## src/rtl/button_pulse_gen_if.sv

```systemverilog
// Button front-end bus: raw board buttons in, one-cycle pulses and
// debounced levels out. The slave side is the pulse generator, the
// master side is whatever owns the buttons (board pins or a bench).
// Raw inputs are asynchronous and active-high. Each pulse output is
// registered and lasts exactly one clock; at most one is high per cycle.
interface button_pulse_gen_if;
   logic       up_raw;
   logic       left_raw;
   logic       right_raw;
   logic       conf_raw;
   logic       up_o;
   logic       left_o;
   logic       right_o;
   logic       confirm_o;
   logic [3:0] level_o;

   modport slave (
      input  up_raw, left_raw, right_raw, conf_raw,
      output up_o, left_o, right_o, confirm_o, level_o
   );

   modport master (
      output up_raw, left_raw, right_raw, conf_raw,
      input  up_o, left_o, right_o, confirm_o, level_o
   );
endinterface

```

## src/rtl/button_pulse_gen.sv

```systemverilog
// Four-button front end for the mode/state shifter.
// Per button: 2-FF synchroniser -> debounce filter -> rising-edge event.
// Left/right add auto-repeat while held. A fixed-priority arbiter
// (up > left > right > confirm) drains one pending event per cycle so
// the shifter never sees two pulses in the same cycle.
// Bit order everywhere: [3]=up, [2]=left, [1]=right, [0]=confirm.
module button_pulse_gen #(
   parameter logic [19:0] DEBOUNCE_CYCLES = 20'd1_000_000,
   parameter bit          REPEAT_EN       = 1'b1,
   parameter logic [26:0] REPEAT_DELAY    = 27'd50_000_000,
   parameter logic [26:0] REPEAT_PERIOD   = 27'd10_000_000
) (
   input logic               clk,
   input logic               rst,
   button_pulse_gen_if.slave bus
);

   localparam int DW = $clog2(int'(DEBOUNCE_CYCLES));
   localparam int HW = $clog2(int'(REPEAT_DELAY) + int'(REPEAT_PERIOD) + 1);
   localparam logic [DW-1:0] DEB_LAST = DW'(DEBOUNCE_CYCLES - 20'd1);
   localparam logic [HW-1:0] RD_H     = HW'(REPEAT_DELAY);
   // Last hold count before the next repeat; the counter then folds back
   // to REPEAT_DELAY so it never needs to count past one period.
   localparam logic [HW-1:0] WRAP_H   = HW'(int'(REPEAT_DELAY) + int'(REPEAT_PERIOD) - 1);

   logic [3:0]    raw;
   logic [3:0]    s1_q, s1_d, s2_q, s2_d;
   logic [3:0]    stable_q, stable_d, prev_q, prev_d;
   logic [3:0]    pend_q, pend_d, pulse_q, pulse_d;
   logic [3:0]    ev, grant;
   logic [DW-1:0] cnt_q [4];
   logic [DW-1:0] cnt_d [4];
   logic [HW-1:0] hold_q [2];   // [0]=right, [1]=left
   logic [HW-1:0] hold_d [2];

   assign raw = {bus.up_raw, bus.left_raw, bus.right_raw, bus.conf_raw};

   // Synchronise raw inputs and accept a level change only after
   // DEBOUNCE_CYCLES consecutive cycles of disagreement.
   always_comb begin
      s1_d     = raw;
      s2_d     = s1_q;
      prev_d   = stable_q;
      stable_d = stable_q;
      for (int b = 0; b < 4; b++) begin
         cnt_d[b] = '0;
         if (s2_q[b] != stable_q[b]) begin
            if (cnt_q[b] == DEB_LAST) begin
               stable_d[b] = s2_q[b];
            end else begin
               cnt_d[b] = cnt_q[b] + DW'(1);
            end
         end
      end
   end

   // Press events from stable rising edges, plus auto-repeat events on
   // left/right from the hold counters.
   always_comb begin
      ev = stable_q & ~prev_q;
      for (int h = 0; h < 2; h++) begin
         hold_d[h] = '0;
         if (REPEAT_EN && stable_q[h+1]) begin
            if (hold_q[h] == WRAP_H) begin
               hold_d[h] = RD_H;
            end else begin
               hold_d[h] = hold_q[h] + HW'(1);
            end
            if (hold_q[h] == RD_H) begin
               ev[h+1] = 1'b1;
            end
         end
      end
   end

   // Issue the highest-priority pending event; a fresh event on the bit
   // being issued keeps it set so one more pulse follows.
   always_comb begin
      grant = 4'b0000;
      if (pend_q[3]) begin
         grant = 4'b1000;
      end else if (pend_q[2]) begin
         grant = 4'b0100;
      end else if (pend_q[1]) begin
         grant = 4'b0010;
      end else if (pend_q[0]) begin
         grant = 4'b0001;
      end
      pend_d  = (pend_q & ~grant) | ev;
      pulse_d = grant;
   end

   // State registers; reset discards everything including pending events.
   always_ff @(posedge clk or negedge rst) begin
      if (!rst) begin
         s1_q     <= '0;
         s2_q     <= '0;
         stable_q <= '0;
         prev_q   <= '0;
         pend_q   <= '0;
         pulse_q  <= '0;
         for (int b = 0; b < 4; b++) cnt_q[b] <= '0;
         for (int h = 0; h < 2; h++) hold_q[h] <= '0;
      end else begin
         s1_q     <= s1_d;
         s2_q     <= s2_d;
         stable_q <= stable_d;
         prev_q   <= prev_d;
         pend_q   <= pend_d;
         pulse_q  <= pulse_d;
         for (int b = 0; b < 4; b++) cnt_q[b] <= cnt_d[b];
         for (int h = 0; h < 2; h++) hold_q[h] <= hold_d[h];
      end
   end

   assign bus.up_o      = pulse_q[3];
   assign bus.left_o    = pulse_q[2];
   assign bus.right_o   = pulse_q[1];
   assign bus.confirm_o = pulse_q[0];
   assign bus.level_o   = stable_q;

endmodule

```

## src/flat_wrapper.sv

```systemverilog
// flat-port wrapper written by rule: the top's interface ports become plain ports
module button_pulse_gen_flat 
#(
   parameter logic [19:0] DEBOUNCE_CYCLES = 20'd1_000_000,
   parameter bit          REPEAT_EN       = 1'b1,
   parameter logic [26:0] REPEAT_DELAY    = 27'd50_000_000,
   parameter logic [26:0] REPEAT_PERIOD   = 27'd10_000_000
)
  (clk, rst, bus_up_raw, bus_left_raw, bus_right_raw, bus_conf_raw, bus_up_o, bus_left_o, bus_right_o, bus_confirm_o, bus_level_o);
  button_pulse_gen_if bus_i ();
  input logic clk;
  input logic rst;
  input wire logic [$bits(bus_i.up_raw)-1:0] bus_up_raw;
  input wire logic [$bits(bus_i.left_raw)-1:0] bus_left_raw;
  input wire logic [$bits(bus_i.right_raw)-1:0] bus_right_raw;
  input wire logic [$bits(bus_i.conf_raw)-1:0] bus_conf_raw;
  output wire logic [$bits(bus_i.up_o)-1:0] bus_up_o;
  output wire logic [$bits(bus_i.left_o)-1:0] bus_left_o;
  output wire logic [$bits(bus_i.right_o)-1:0] bus_right_o;
  output wire logic [$bits(bus_i.confirm_o)-1:0] bus_confirm_o;
  output wire logic [$bits(bus_i.level_o)-1:0] bus_level_o;
  assign bus_i.up_raw = bus_up_raw;
  assign bus_i.left_raw = bus_left_raw;
  assign bus_i.right_raw = bus_right_raw;
  assign bus_i.conf_raw = bus_conf_raw;
  assign bus_up_o = bus_i.up_o;
  assign bus_left_o = bus_i.left_o;
  assign bus_right_o = bus_i.right_o;
  assign bus_confirm_o = bus_i.confirm_o;
  assign bus_level_o = bus_i.level_o;
  button_pulse_gen #(.DEBOUNCE_CYCLES(DEBOUNCE_CYCLES), .REPEAT_EN(REPEAT_EN), .REPEAT_DELAY(REPEAT_DELAY), .REPEAT_PERIOD(REPEAT_PERIOD)) u_core (.clk(clk), .rst(rst), .bus(bus_i));
endmodule
```

## config.mk

```make
export PLATFORM = sky130hd
export DESIGN_NAME = button_pulse_gen_flat
export DESIGN_NICKNAME = d
export VERILOG_FILES = /design/src/rtl/button_pulse_gen_if.sv /design/src/rtl/button_pulse_gen.sv /design/src/flat_wrapper.sv
export SDC_FILE = /design/constraint.sdc
export NUM_CORES = 1
export LEC_CHECK = 0
export CAP_MARGIN = 20
export CELL_PAD_IN_SITES_DETAIL_PLACEMENT = 2
export CELL_PAD_IN_SITES_GLOBAL_PLACEMENT = 2
export CORE_MARGIN = 3
export CORE_UTILIZATION = 41
export DETAILED_ROUTE_END_ITERATION = 6
export GPL_TIMING_DRIVEN = 0
export PLACE_DENSITY_LB_ADDON = 0.1
export SYNTH_ARGS = -nofsm -noshare
export SYNTH_HDL_FRONTEND = slang
export SYNTH_SLANG_ARGS = --single-unit
```

## constraint.sdc

```tcl
create_clock -name clk -period 2.6 [get_ports clk]
set_input_delay 0.52 -clock clk [delete_from_list [all_inputs] [get_ports clk]]
set_output_delay 0.52 -clock clk [all_outputs]
set_load 0.01 [all_outputs]
```

==> flow_summary.yaml <==
outcome:
  status: "complete, no violations"
clock_tree:
  clk_pin_slew_ps: 70
  cts-root-buf: "clkbuf_16"
  cts.path.max_buffers: 2
  clock_latency_ps: 430
  numClockSinks: 156
  cts_tree: "done"
  post-cts-setup-buffer-count: 0
  numCtsBuffers: 17
  htree_levels: 4
detailed_routing:
  avgViaCountPerCell: 5.902
  route.detailed.drc: 0
  antenna_left: 0
  firstDrtPassIters: 4
  drt-total-wl_um: 21120
  first_iter_violations: 239
  avgRoutedWirePerCell_um: 20.20
  vias: 6173
floorplanning:
  pin_count: 14
  core_um2: 18150
  die_w_um: 142.4
  dieArea_um2: 20270
  start_util_pct: 42.02
  dieHeight_um: 142.4
  fp-row-count: 49
timing:
  final-hold-violation-count: 0
  fin_worst_skew_ps: 9.678
  min_period_ps: 2454
  slew_violations: 0
  tightest_slew_ps: 775.6
  relSlewSlack_pct: 47.82
  setup_viol: 0
  rsz0062_at_grt: "no"
  min_period_over_period_pct: 94.37
  tns_ps: 0
  max_freq_mhz: 407.5
finish:
  fin_cells: 1046
  antenna_cells: 0
  syn2layout_area_growth_pct: 14.13
  fillers: 1887
  drive_gt1_share_pct: 6.854
  fin_nets: 820
  final_area_um2: 8703
setup_path:
  critPathRequiredTime_ps: 2880
  start_kind: "register"
  endpoint_kind: "register"
  crit_fanout: 10
  worstSetupPathType: "register to register"
  crit_arrival_ps: 2730
yosys:
  synth_warnings: 0
  netlist_instances: 771
  synth_area_um2: 7626
  syn-mean-instance-area_um2: 9.891
  yosysTopAreaCell: "dfrtp_1"
  synth_top_area_share_pct: 51.19
  yosysMostFrequentCell: "dfrtp_1"
  ys_top_cells_by_count: "dfrtp_1, nor2_1, xnor2_1"
  asyncSetResetFlopFracSynth_pct: 100.0
  synth-seq-cells: 156
  synthesis.nets: 787
  synth-edff-count: 0
  synth-seq-area-share_pct: 51.19
  yosys-top-cells-area: "dfrtp_1, xnor2_1, nor2_1, xor2_1, nand3_1"
  synth-main-ff-cell: "dfrtp_1"
  synth_cell_types: 50
placed_design:
  dp_hpwl_um: 14050
  dp.cells: 1014
  place.gp.congestion: 0.7983
  io_buffers: 13
  dpl_cell_area_um2: 8075
pwr:
  pwr_density_cell_nw_per_um2: 594.8
  p_sw_mw: 1.152
  p_comb_share_pct: 2.4
  p_leak_nw: 3.276
  p_clk_share_pct: 49.8
  seqPwrFrac_pct: 47.8
  p_int_mw: 4.024
  p_sw_share_pct: 22.26
  peakVddDrop_v: 0.0004348
grt:
  first_global_vias: 6902
  grt_use_total_pct: 22.17
  grt_overflow_total: 0
  grt_start_max_net_pins: 95
  antenna_found_initial: 0
  grt_pass1_wl_um: 36430
flow_run:
  cap_violations: 0
min_path:
  min_path_type: "primary input to asynchronous set/reset pin"
==> stage by stage <==
step	worst slack [ps]	hold slack (ps)	power [mW]	util, %
floorplan	519.5	224.4	2.555	-
global placement	-5439	334.0	2.631	44.32
detailed placement	-20.30	337.8	2.644	44.50
CTS	32.81	30.21	5.239	47.91
global route	12.94	42.05	5.361	47.96
finish	146.3	10.72	5.176	47.96
==> timing repair <==
action,in CTS,in global routing
resized for setup,1,1
setup endpoints to repair,8,10
hold buffers,0,0
==> worst max-delay path, stage by stage, from the launching register on <==
cell	delay [ps]
dfrtp_1	450
nor4_1	360
nand4b_1	180
o21ai_1	650
clkbuf_1	510
nor2_1	160
==> metal layers <==
| layer | GRT usage [%] | vias up | part of all wire, % | wire [um] |
|---|---|---|---|---|
| li1 | - | 2871 | - | - |
| met1 | 28.19 | 3223 | 44 | 9355 |
| met2 | 38.81 | 58 | 52 | 11040 |
| met3 | 3.898 | 21 | 2.3 | 486 |
| met4 | 6.553 | 0 | 1.2 | 245 |
| met5 | 0 | - | 0 | 0 |
==> layout by cell type, fill, tap and decap left out, types with 3 or more instances in the layout <==
cell,netlist,routed
dfrtp_1,156,156
nor2_1,86,86
xnor2_1,54,54
nand2_1,46,46
nand3_1,45,45
a21oi_1,44,44
nand4_1,35,35
or3_1,31,31
or4_1,28,28
inv_1,27,27
xor2_1,26,26
o21ai_0,26,26
nor4_1,22,22
nor3_1,19,19
o31ai_1,18,18
clkbuf_16,0,17
clkbuf_1,14,15
clkdlybuf4s50_1,0,12
and3_1,11,11
ha_1,10,10
nor4b_1,7,7
nand4b_1,7,7
a31oi_1,7,7
and2_1,6,6
or2_2,5,5
clkbuf_8,0,5
and4_1,4,4
mux2_2,4,4
nor3b_1,3,3
buf_2,3,3
clkinvlp_4,0,3
==> registers in the layout, summed over array words and instances (netlist names) <==
name                flops
u_core.pulse_q          4
u_core.s2_q             4
u_core.bus.level_o      4
u_core.cnt_q           80
u_core.hold_q          52
u_core.prev_q           4
u_core.s1_q             4
u_core.pend_q           4
==> path summary, 6_finish.rpt <==
path	startpoint	to	slack, ps	cells after the start
worst min-delay path	rst	u_core.hold_q[43]$_DFF_PN0_	10	1
worst max-delay path	u_core.cnt_q[32]$_DFF_PN0_	u_core.cnt_q[21]$_DFF_PN0_	150	5
worst max register to register	u_core.cnt_q[32]$_DFF_PN0_	u_core.cnt_q[21]$_DFF_PN0_	150	5
worst min register to register	u_core.s1_q[3]$_DFF_PN0_	u_core.s2_q[3]$_DFF_PN0_	380	0
min in group clk	u_core.s1_q[3]$_DFF_PN0_	u_core.s2_q[3]$_DFF_PN0_	380	0
max in group asynchronous	rst	u_core.cnt_q[46]$_DFF_PN0_	1730	2
==> area by class of cell <==
class / instances / area [um^2] / share of cell area, %
Buffer: 18 / 75.07 / 0.8626
Clock buffer: 23 / 498.0 / 5.722
Clock inverter: 9 / 110.1 / 1.265
Inverter: 27 / 101.3 / 1.164
Multi-Input combinational cell: 570 / 3566 / 40.97
Sequential cell: 156 / 3904 / 44.85
Tap cell: 229 / 286.5 / 3.292
Timing Repair Buffer: 14 / 162.7 / 1.869
==> power groups by stage <==
stage | clock network, mW | logic (mW) | registers [mW]
after floorplan | 0 | 0.0451 | 2.51
after global placement | 0 | 0.115 | 2.52
after detailed placement | 0 | 0.128 | 2.52
after CTS | 2.64 | 0.131 | 2.47
after global routing | 2.74 | 0.146 | 2.48
final | 2.58 | 0.125 | 2.47
==> cell families (layout without fill, tap and decap cells) <==
family                   after synthesis  in the layout  synth area share (%)
AND/OR/NAND/NOR                      370            370                 26.76
flip-flops                           156            156                 51.19
AO/OA/AOI/OAI                        106            106                 8.318
XOR/XNOR                              80             80                 9.188
buffers and inverters                 45             91                 2.313
adder cells (fa/ha/maj)               10             10                 1.641
multiplexers                           4              4                0.5906
No activity file was read; power rests on OpenSTA's default activity.
